[config.mk]
export PLATFORM = sky130hd
export DESIGN_NAME = dmem_arbiter
export DESIGN_NICKNAME = d
export VERILOG_FILES = /design/src/rtl/dmem_arbiter.sv
export SDC_FILE = /design/constraint.sdc
export NUM_CORES = 1
export LEC_CHECK = 0
export CELL_PAD_IN_SITES_DETAIL_PLACEMENT = 1
export CELL_PAD_IN_SITES_GLOBAL_PLACEMENT = 2
export CORE_ASPECT_RATIO = 0.6
export CORE_MARGIN = 1.5
export CORE_UTILIZATION = 16
export CTS_CLUSTER_DIAMETER = 150
export CTS_CLUSTER_SIZE = 24
export DETAILED_ROUTE_END_ITERATION = 6
export PLACE_DENSITY_LB_ADDON = 0.1
export SLEW_MARGIN = 20
export SYNTH_ARGS = -nofsm -noshare
export SYNTH_HDL_FRONTEND = slang
export SYNTH_SLANG_ARGS = --single-unit
[constraint.sdc]
create_clock -name clk -period 3.2 [get_ports clk]
set_input_delay 0.8 -clock clk [delete_from_list [all_inputs] [get_ports clk]]
set_output_delay 0.8 -clock clk [all_outputs]
set_load 0.1 [all_outputs]
[src/rtl/dmem_arbiter.sv]
`default_nettype none
// ----------------------------------------------------------------------------
// dmem_arbiter: host-priority arbiter for the single-port data memory.
// Revision: 1.0
// ----------------------------------------------------------------------------
module dmem_arbiter #(
    parameter int ADDR_W         = 8,
    parameter int DATA_W         = 32,
    parameter int HOST_BURST_MAX = 4
) (
    input  logic              clk,
    input  logic              rst,
    input  logic              core_req,
    input  logic              core_we,
    input  logic [ADDR_W-1:0] core_addr,
    input  logic [DATA_W-1:0] core_wdata,
    output logic [DATA_W-1:0] core_rdata,
    output logic              core_stall,
    input  logic              host_req,
    input  logic              host_we,
    input  logic [ADDR_W-1:0] host_addr,
    input  logic [DATA_W-1:0] host_wdata,
    output logic              host_gnt,
    output logic              host_rvalid,
    output logic [DATA_W-1:0] host_rdata,
    output logic [ADDR_W-1:0] mem_addr,
    output logic [DATA_W-1:0] mem_wdata,
    output logic              mem_wren,
    output logic              mem_rden,
    input  logic [DATA_W-1:0] mem_q,
    output logic [3:0]        streak
);

    localparam logic [3:0] c_burst_max = 4'(HOST_BURST_MAX);

    logic [3:0] r_streak;
    logic       w_core_wins;
    logic       w_host_wins;

    // Core only wins a contended cycle once the host has used up its burst.
    assign w_core_wins = core_req & (~host_req | (r_streak == c_burst_max));
    assign w_host_wins = host_req & ~w_core_wins;

    assign core_stall = core_req & ~w_core_wins;
    assign host_gnt   = w_host_wins;
    assign core_rdata = (w_core_wins & ~core_we) ? mem_q : '0;
    assign streak     = r_streak;

    always_comb begin
        mem_addr  = '0;
        mem_wdata = '0;
        mem_wren  = 1'b0;
        mem_rden  = 1'b0;
        if (w_core_wins) begin
            mem_addr  = core_addr;
            mem_wdata = core_wdata;
            mem_wren  = core_we;
            mem_rden  = ~core_we;
        end else if (w_host_wins) begin
            mem_addr  = host_addr;
            mem_wdata = host_wdata;
            mem_wren  = host_we;
            mem_rden  = ~host_we;
        end
    end

    always_ff @(posedge clk or posedge rst) begin
        if (rst) begin
            r_streak <= 4'd0;
        end else if (w_host_wins & core_req) begin
            if (r_streak != c_burst_max) begin
                r_streak <= r_streak + 4'd1;
            end
        end else begin
            r_streak <= 4'd0;
        end
    end

    // Memory answers within the grant cycle, so the host read is captured here.
    always_ff @(posedge clk or posedge rst) begin
        if (rst) begin
            host_rvalid <= 1'b0;
            host_rdata  <= '0;
        end else begin
            host_rvalid <= w_host_wins & ~host_we;
            if (w_host_wins & ~host_we) begin
                host_rdata <= mem_q;
            end
        end
    end

endmodule
`default_nettype wire

==> results.ini, run 1 <==
[run_status]
status = finished with violations
failed_checks = design-rule violations

[synthesis]
synthMuxAreaShare_pct = 18.1
ys_seq_elements = 37
synth_top_cell_area_share_pct = 42.9
syn_inst = 180
synth.avg_cell_area_um2 = 12.0
synth-simple-area-share_pct = 14.0
synth_common_cells = a22o_1, and2_1, dfrtp_1, mux2_2, mux2_4
synth.distinct_cells = 24
synth_xor_area_share_pct = 0.811
yosysWarnings = 0
synthAdderAreaFrac_pct = 1.16
synth_area_leader_cell = dfrtp_1
synth_top_family_by_area = multiplexers
async_flop_share_pct = 100
synth_compound_area_share_pct = 17.4
synthTopCellsByArea = dfrtp_1, a22o_1, mux2_2
syn_area_um2 = 2160
yosysMostFrequentCell = a22o_1
synth_edf_count = 0
yosysSeqAreaShare_pct = 42.9
synth-main-ff-cell = dfrtp_1
syn_nets = 300

[worst_setup_path]
cp.arrival_ns = 2.28
endpoint_kind = output port
critPathLaunchType = primary input
crit_fanout = 28
crit_required_ns = 2.40
critical_path_class = primary input to output port

[sta]
fin_worst_skew_ns = 0.00652
slew_viol_final = 0
tns_ns = 0
rsz0062_at_grt = false
setup_viol = 0
worst_pin_slew_ns = 0.490
max_slew_margin_pct = 67.3
final-hold-violation-count = 0
fin_crit_ns = 3.08
max_freq_ghz = 0.325
period_share_pct = 96.2

[clock_network]
cts_tree = built
clkSlewWorstSetupHoldPaths_ns = 0.05
hold_buffers = 0
post_cts_buffers = 0
htreeDepth = 2
cts.repair.resized = 1
cts-root-buf = clkbuf_16
cts_sinks = 37
cts_buffers = 5
insertion_delay_ns = 0.28
cts_max_path_buffers = 2

[finish]
stdcell_count = 583
areaGrowthSynthToFinish_pct = 158
design_area_um2 = 5580
fin_util_pct = 42.9
antennaDiodeCount = 0
drive_gt1_share_pct = 52.8
fin_nets = 533

[drt]
num_vias = 2307
drt-initial-drc-count = 74
dr.pass1.iters = 6
viasPerCell = 3.96
wl_per_cell_um = 18.0
ant_nets = 0
drc = 7
finalWirelength_um = 10500

[floorplan]
die_x_um = 153
initial_core_util_pct = 16.6
dieArea_um2 = 14200
row_count = 32
coreArea_um2 = 13000
fp.dieH_um = 93.0
pin_count = 231

[power]
finalPower_mw = 2.61
p_leak_nw = 2.40
ir_worst_vdd_v = 0.000208
power_density_nw_per_um2 = 468

[place]
gp_congestion = 0.778
dpl.hpwl_um = 8780
placed_cell_area_um2 = 5440
dp_cells = 576
port_buffers = 230

[min_path]
hold_class = register to register

[global_route]
antenna_found_initial = 0
grt_pass1_vias = 2315
grt_first_pass_wirelength_um = 15500
grt_overflow_total = 0
grt_start_max_net_pins = 42
grt_util_all_layers_pct = 14.4

[job]
maxCapViolations = 0

[worst paths after layout]
path	to	from	slack (ns)	depth (start not counted)
setup / recovery	core_rdata[2]	host_req	0.12	6
hold / removal	host_rdata[15]	host_rdata[15]	0.50	1
setup reg to reg	host_rdata[16]	streak[0]	1.38	7
hold reg to reg	host_rdata[15]	host_rdata[15]	0.50	1
max in group asynchronous	streak[1]	rst	1.90	3
min in group asynchronous	host_rdata[10]	rst	0.94	3
[registers in the layout, summed over array words and instances, names as in the netlist]
signal	flops
host_rdata	32
host_rvalid	1
streak	4
[cell usage in the layout (no fill, tap or decap), types with 2 or more instances in the layout]
cell type and count:
clkdlybuf4s50_1 116, mux2_4 8, buf_12 80, ha_1 2, nand2_1 3, and2_2 9, and2_1 28, a22o_2 39
inv_1 3, clkbuf_16 5, dfrtp_2 3, mux2_2 24, buf_4 43, dfrtp_1 34
[metal layers]
layer / global-route usage [%] / vias up / part of all wire (%)
met5: 0 / - / 0
met4: 2.21 / 0 / 0.50
met3: 3.10 / 5 / 4.1
met2: 23.4 / 58 / 50
met1: 20.1 / 1125 / 45
li1: - / 1119 / -
[power by group]
| group | internal (mW) | switching (mW) |
|---|---|---|
| registers | 0.530 | 0.0347 |
| logic | 0.516 | 1.05 |
| clock network | 0.306 | 0.180 |
| total | 1.35 | 1.26 |
[metrics by stage]
step	hold slack [ns]	setup WS [ns]
after floorplan	0.880	0.0385
after global placement	0.491	0.0126
after detailed placement	0.494	-0.0422
after CTS	0.507	0.106
after global routing	0.519	0.0495
final	0.504	0.123
[worst max-delay path: stages]
cell             delay (ns)
clkdlybuf4s50_1        0.43
nand2b_1               0.22
a21oi_2                0.23
buf_12                 0.18
and2_1                 0.20
buf_12                 0.19
[cells by family (layout without fill, tap and decap cells)]
kind of cell | count (synthesis) | after routing
multiplexers | 32 | 32
XOR/XNOR | 2 | 2
adder cells (fa/ha/maj) | 2 | 2
AO/OA/AOI/OAI | 43 | 43
flip-flops | 37 | 37
buffers and inverters | 18 | 251
AND/OR/NAND/NOR | 46 | 46
[cell type report]
class,instances,area [um^2]
fillers,1353,7430
repair buffers,240,3090
multi-input cells,125,1180
flip-flops and latches,37,930
well taps,170,213
clock buffers,7,143
inverters,4,17.5
Note: power is estimated with default switching activity, not from simulation.
==> run 2, diff against run 1 <==
==> constraint.sdc (replaced) <==
create_clock -name clk -period 3.8 [get_ports clk]
set_input_delay 0.95 -clock clk [delete_from_list [all_inputs] [get_ports clk]]
set_output_delay 0.95 -clock clk [all_outputs]
set_load 0.1 [all_outputs]
==> run 2 against run 1 <==
Net effect:
- the run still ends with design-rule violations left
- power is 17% lower
- hold slack lost 0.0026 ns
- critical path type unchanged
- via count is 0.35% higher
- clock skew fell by 0.0032 ns
==> results.ini, run 2 (synthesis results as in run 1) <==
[worst_setup_path]
crit_required_ns = 2.85  ; +0.45 ns
reg2reg_to = host_rdata[1]
cp.arrival_ns = 2.57  ; +0.29 ns
endpoint_kind = output port
critical_path_class = primary input to output port
path_cells = clkdlybuf4s50_1 > nand4b_4 > and2_1 > buf_12 > a22o_1 > buf_12
cpPeakStageDelay_ns = 0.55  ; +0.12 ns
cpMaxStageDelayCell = clkdlybuf4s50_1
reg2regPathDepth = 7  ; unchanged
r2r_slack_ns = 2.02  ; +0.64 ns
critPathLaunchType = primary input
r2r_start = streak[0]
crit_fanout = 41  ; +46%
path_common_cell = buf_12

[sta]
slew_viol_final = 0  ; unchanged
setup_viol = 0  ; unchanged
fin_crit_ns = 3.52
setup_ws_ns = 0.279  ; +0.156 ns
period_share_pct = 92.7
rsz0062_at_grt = false
tns_ns = 0  ; unchanged
final-hold-violation-count = 0  ; unchanged
hold_slack_ns = 0.501  ; -0.00255 ns
max_slew_margin_pct = 31.6  ; -36 points
max_freq_ghz = 0.284
fin_worst_skew_ns = 0.00334  ; -0.00318 ns
worst_pin_slew_ns = 1.02  ; +0.533 ns

[floorplan]
pin_count = 231  ; unchanged
die_x_um = 153  ; unchanged
initial_core_util_pct = 16.6  ; unchanged
dieArea_um2 = 14200  ; unchanged
row_count = 32  ; unchanged
fp.dieH_um = 93.0  ; unchanged
coreArea_um2 = 13000  ; unchanged

[finish]
areaGrowthSynthToFinish_pct = 157
largest_reg_flops = 32  ; unchanged
largest-register = host_rdata
design_area_um2 = 5540  ; -0.74%
drive_gt1_share_pct = 31.6  ; -21 points
fin_util_pct = 42.6  ; -0.32 points
final_cell_mix = clkdlybuf4s50_1, buf_12, a22o_1
final_common_cell = clkdlybuf4s50_1
fin_nets = 529  ; -0.75%
antennaDiodeCount = 0  ; unchanged
stdcell_count = 578  ; -0.86%

[drt]
ant_nets = 0  ; unchanged
wl_per_cell_um = 18.3  ; +1.5%
drt-initial-drc-count = 74  ; unchanged
viasPerCell = 4.01  ; +1.2%
drc = 8  ; +1
finalWirelength_um = 10600  ; +0.64%
dr.pass1.iters = 6  ; unchanged
num_vias = 2315  ; +0.35%

[clock_network]
clkSlewWorstSetupHoldPaths_ns = 0.05  ; about the same
cts_sinks = 37  ; unchanged
cts_buffers = 5  ; unchanged
htreeDepth = 2  ; unchanged
cts_max_path_buffers = 2  ; unchanged
insertion_delay_ns = 0.28  ; about the same
cts.repair.resized = 0  ; -1
cts_tree = built
cts-root-buf = clkbuf_16
post_cts_buffers = 0  ; unchanged
hold_buffers = 0  ; unchanged

[power]
switching_share_pct = 48.4  ; +0.19 points
finalPower_mw = 2.18  ; -17%
ir_worst_vdd_v = 0.000168  ; -19%
p_clk_share_pct = 17.5  ; -1.1 points
pwr-share-comb_pct = 60.8  ; +1.0 points
power_density_nw_per_um2 = 393  ; -16%
power.net_switching_mw = 1.06  ; -16%
intPower_mw = 1.12  ; -17%
p_leak_nw = 2.32  ; -3.5%
seq_power_share_pct = 21.7  ; about the same

[min_path]
worstHoldStart = host_rdata[4]
hold_class = register to register
hold_depth = 1  ; unchanged
hold_end = host_rdata[4]

[global_route]
grt_start_max_net_pins = 42  ; unchanged
antenna_found_initial = 0  ; unchanged
grt_pass1_vias = 2497  ; +7.9%
grt_first_pass_wirelength_um = 15800  ; +2.0%
grt_util_all_layers_pct = 14.6  ; +0.18 points
grt_overflow_total = 0  ; unchanged

[place]
port_buffers = 230  ; unchanged
dpl_worst_slack_ns = 0.267  ; +0.310 ns
dpl.hpwl_um = 8770  ; -0.17%
placed_cell_area_um2 = 5410  ; -0.55%
dp_cells = 572  ; -0.69%
gp_congestion = 0.709  ; -8.9%

[run_status]
status = finished with violations
failed_checks = design-rule violations

[job]
maxCapViolations = 0  ; unchanged

[run 2: layout make-up]
type                    count  area [um^2]
fillers                  1357         7470
flip-flops and latches     37          926
clock inverters             1         5.00
repair buffers            236         3140
well taps                 170          213
clock buffers               5          125
inverters                   4         17.5
multi-input cells         125         1120
[run 2: critical path, delay by kind of cell]
| family | cells | cell delay (ns) |
|---|---|---|
| and+or+nand+nor | 2 | 0.40 |
| buffers and inverters | 3 | 0.92 |
| AOI/OAI and AO/OA | 1 | 0.29 |
[run 2: worst max-delay path by stage]
stage | from | to | cells past startpoint
global placement | core_req | mem_wdata[19] | 6
CTS | core_req | mem_addr[1] | 6
floorplan | streak[0] | mem_wdata[22] | 7
finish | core_req | mem_wdata[30] | 6
detailed placement | core_req | mem_addr[1] | 6
global route | core_req | mem_wdata[9] | 6
[run 2: power by group through the flow]
stage	clock network (mW)	registers (mW)	logic [mW]
floorplan	0	0.862	0.465
finish	0.382	0.473	1.32
CTS	0.404	0.473	1.33
global route	0.418	0.481	1.36
global placement	0	0.478	1.33
detailed placement	0	0.480	1.33
[run 2: layer usage]
layer	part of all wire, %	global-route usage (%)	wire length, um
met1	47	20.5	4950
met2	49	24.0	5220
met3	3.6	2.73	382
met4	0.27	1.96	29
met5	0	0	0
==> run 3, diff against run 2 <==
--- a/config.mk
+++ b/config.mk
@@ -9,7 +9,7 @@
 export CELL_PAD_IN_SITES_GLOBAL_PLACEMENT = 2
 export CORE_ASPECT_RATIO = 0.6
 export CORE_MARGIN = 1.5
-export CORE_UTILIZATION = 16
+export CORE_UTILIZATION = 13
 export CTS_CLUSTER_DIAMETER = 150
 export CTS_CLUSTER_SIZE = 24
 export DETAILED_ROUTE_END_ITERATION = 6
==> constraint.sdc (replaced) <==
create_clock -name clk -period 3 [get_ports clk]
set_input_delay 0.75 -clock clk [delete_from_list [all_inputs] [get_ports clk]]
set_output_delay 0.75 -clock clk [all_outputs]
set_load 0.1 [all_outputs]
==> run 3 against run 2 <==
Net effect:
- the run now ends clean
- sequential power rose by 27%
- final cell count up 9.3%
- first-iteration DRC count decreased by 36%
- hold slack better by 0.0045 ns
- setup slack lost 0.18 ns
- via count up 4.1%
- critical path type unchanged
- critical endpoint is now core_rdata[13]
- largest power group unchanged
==> results.ini, run 3 (synthesis results as in run 1) <==
[finish]
areaGrowthSynthToFinish_pct = 169
seqCellArea_um2 = 931  ; +0.54%
antennaDiodeCount = 0  ; unchanged
largest-register = host_rdata
fin_nets = 542  ; +2.5%
design_area_um2 = 5810  ; +4.8%
fillers = 1706  ; +26%
stdcell_count = 632  ; +9.3%
largest_reg_flops = 32  ; unchanged
multi_input_area_um2 = 1230  ; +10%
final_common_cell = clkdlybuf4s50_1
final_cell_mix = clkdlybuf4s50_1, buf_12, buf_4
drive_gt1_share_pct = 59.6  ; +28 points

[worst_setup_path]
crit_required_ns = 2.25  ; -0.60 ns
r2r_start = streak[0]
crit_path_start = core_req
cp.arrival_ns = 2.15  ; -0.42 ns
reg2regPathDepth = 7  ; unchanged
r2r_slack_ns = 1.12  ; -0.90 ns
critPathLaunchType = primary input
endpoint_kind = output port
reg2reg_to = host_rdata[9]
critical_path_class = primary input to output port
crit_fanout = 7  ; -83%

[drt]
dr.pass1.iters = 4  ; -2
num_vias = 2409  ; +4.1%
viasPerCell = 3.81  ; -4.8%
drc = 0  ; -8
finalWirelength_um = 10900  ; +2.8%
ant_nets = 0  ; unchanged
wl_per_cell_um = 17.2  ; -6.0%
drt-initial-drc-count = 47  ; -36%

[floorplan]
row_count = 36  ; +13%
initial_core_util_pct = 13.3  ; -3.3 points
fp.dieH_um = 103  ; +11%
coreArea_um2 = 16200  ; +25%
dieArea_um2 = 17400  ; +22%
pin_count = 231  ; unchanged
die_x_um = 169  ; +11%

[sta]
max_freq_ghz = 0.345
fin_worst_skew_ns = 0.00625  ; +0.00291 ns
setup_viol = 0  ; unchanged
worst_pin_slew_ns = 0.403  ; -0.620 ns
max_slew_margin_pct = 73.1  ; +42 points
period_share_pct = 96.6
final-hold-violation-count = 0  ; unchanged
setup_ws_ns = 0.103  ; -0.177 ns
slew_viol_final = 0  ; unchanged
fin_crit_ns = 2.90

[place]
dpl_worst_slack_ns = -0.0836  ; -0.351 ns
dp_cells = 615  ; +7.5%
gp_congestion = 0.672  ; -5.1%
placed_cell_area_um2 = 5500  ; +1.7%
port_buffers = 230  ; unchanged
dpl.hpwl_um = 8570  ; -2.2%

[power]
power_density_nw_per_um2 = 499  ; +27%
p_leak_nw = 2.49  ; +7.5%
ir_worst_vdd_v = 0.000152  ; -9.4%
finalPower_mw = 2.90  ; +33%

[clock_network]
cts_max_path_buffers = 2  ; unchanged
clkSlewWorstSetupHoldPaths_ns = 0.06  ; about the same
insertion_delay_ns = 0.28  ; about the same
cts_sinks = 37  ; unchanged
htreeDepth = 2  ; unchanged
cts_buffers = 5  ; unchanged
cts_tree = built
cts-root-buf = clkbuf_16

[run_status]
status = finished, final reports clean

[global_route]
antenna_found_initial = 0  ; unchanged
grt_first_pass_wirelength_um = 14800  ; -6.4%
grt_pass1_vias = 2428  ; -2.8%
grt_util_all_layers_pct = 11.2  ; -3.4 points
grt_overflow_total = 0  ; unchanged
grt_start_max_net_pins = 42  ; unchanged

[job]
maxCapViolations = 0  ; unchanged

[min_path]
worstHoldStart = host_rdata[18]
hold_end = host_rdata[18]
hold_depth = 1  ; unchanged
hold_class = register to register

[run 3: cell types whose count changed in the layout (fill, tap and decap cells not counted), sizes merged]
cell,before,now
clkdlybuf4s15,0,1
clkbuf,5,6
buf,85,131
clkinvlp,0,1
dlymetal6s2s,0,1
clkinv,1,2
bufinv,0,1
inv,4,3
clkdlybuf4s50,151,115
[run 3: worst max-delay path by stage]
stage,cells past startpoint,endpoint
5_1_grt,7,core_rdata[20]
2_1_floorplan,7,mem_wdata[22]
3_5_place_dp,6,mem_wdata[21]
3_3_place_gp,6,core_rdata[1]
6_report,7,core_rdata[13]
4_1_cts,6,core_rdata[1]
[run 3: timing repair]
| item | 4_1_cts | 5_1_grt |
|---|---|---|
| hold buffers | 0 | 0 |
| buffers inserted | 0 | 8 |
| endpoints found under the setup margin | 73 | 34 |
| gates resized for setup | 1 | 10 |
| cloned | 0 | 1 |
| pin swaps | 0 | 1 |
[run 3: power breakdown]
part | leakage [nW] | internal, mW | switching (mW)
logic | 1.97 | 0.564 | 1.12
registers | 0.437 | 0.565 | 0.0357
clock network | 0.0800 | 0.394 | 0.221
[run 3: worst max-delay path, cell delays in order]
cell	delay (ns)
clkdlybuf4s15_1	0.30
nand4b_4	0.17
a21oi_4	0.28
clkbuf_16	0.18
buf_8	0.12
and2_2	0.17
buf_12	0.17
[run 3: metal layers]
layer  vias up  track usage [%]  share of wire (%)
met2        76             17.5                 49
met1      1195             16.0                 46
met5         -                0                  0
met3         4             2.61                4.3
met4         0             1.91               0.66
li1       1134                -                  -
[run 3: per-stage QoR]
stage               setup TNS, ns  util [%]  hold slack (ns)
floorplan                       0         -            0.880
detailed placement          -4.12      33.9            0.495
global placement            -2.33      33.9            0.494
CTS                             0      35.0            0.509
global route              -0.0315      35.8            0.520
finish                          0      35.8            0.506
[run 3: cell type report]
type | instances | share of cell area [%]
clock buffers | 5 | 2.15
clock inverters | 3 | 0.797
inverters | 4 | 0.302
multi-input cells | 125 | 21.1
flip-flops and latches | 37 | 16.0
well taps | 209 | 4.50
repair buffers | 249 | 55.1
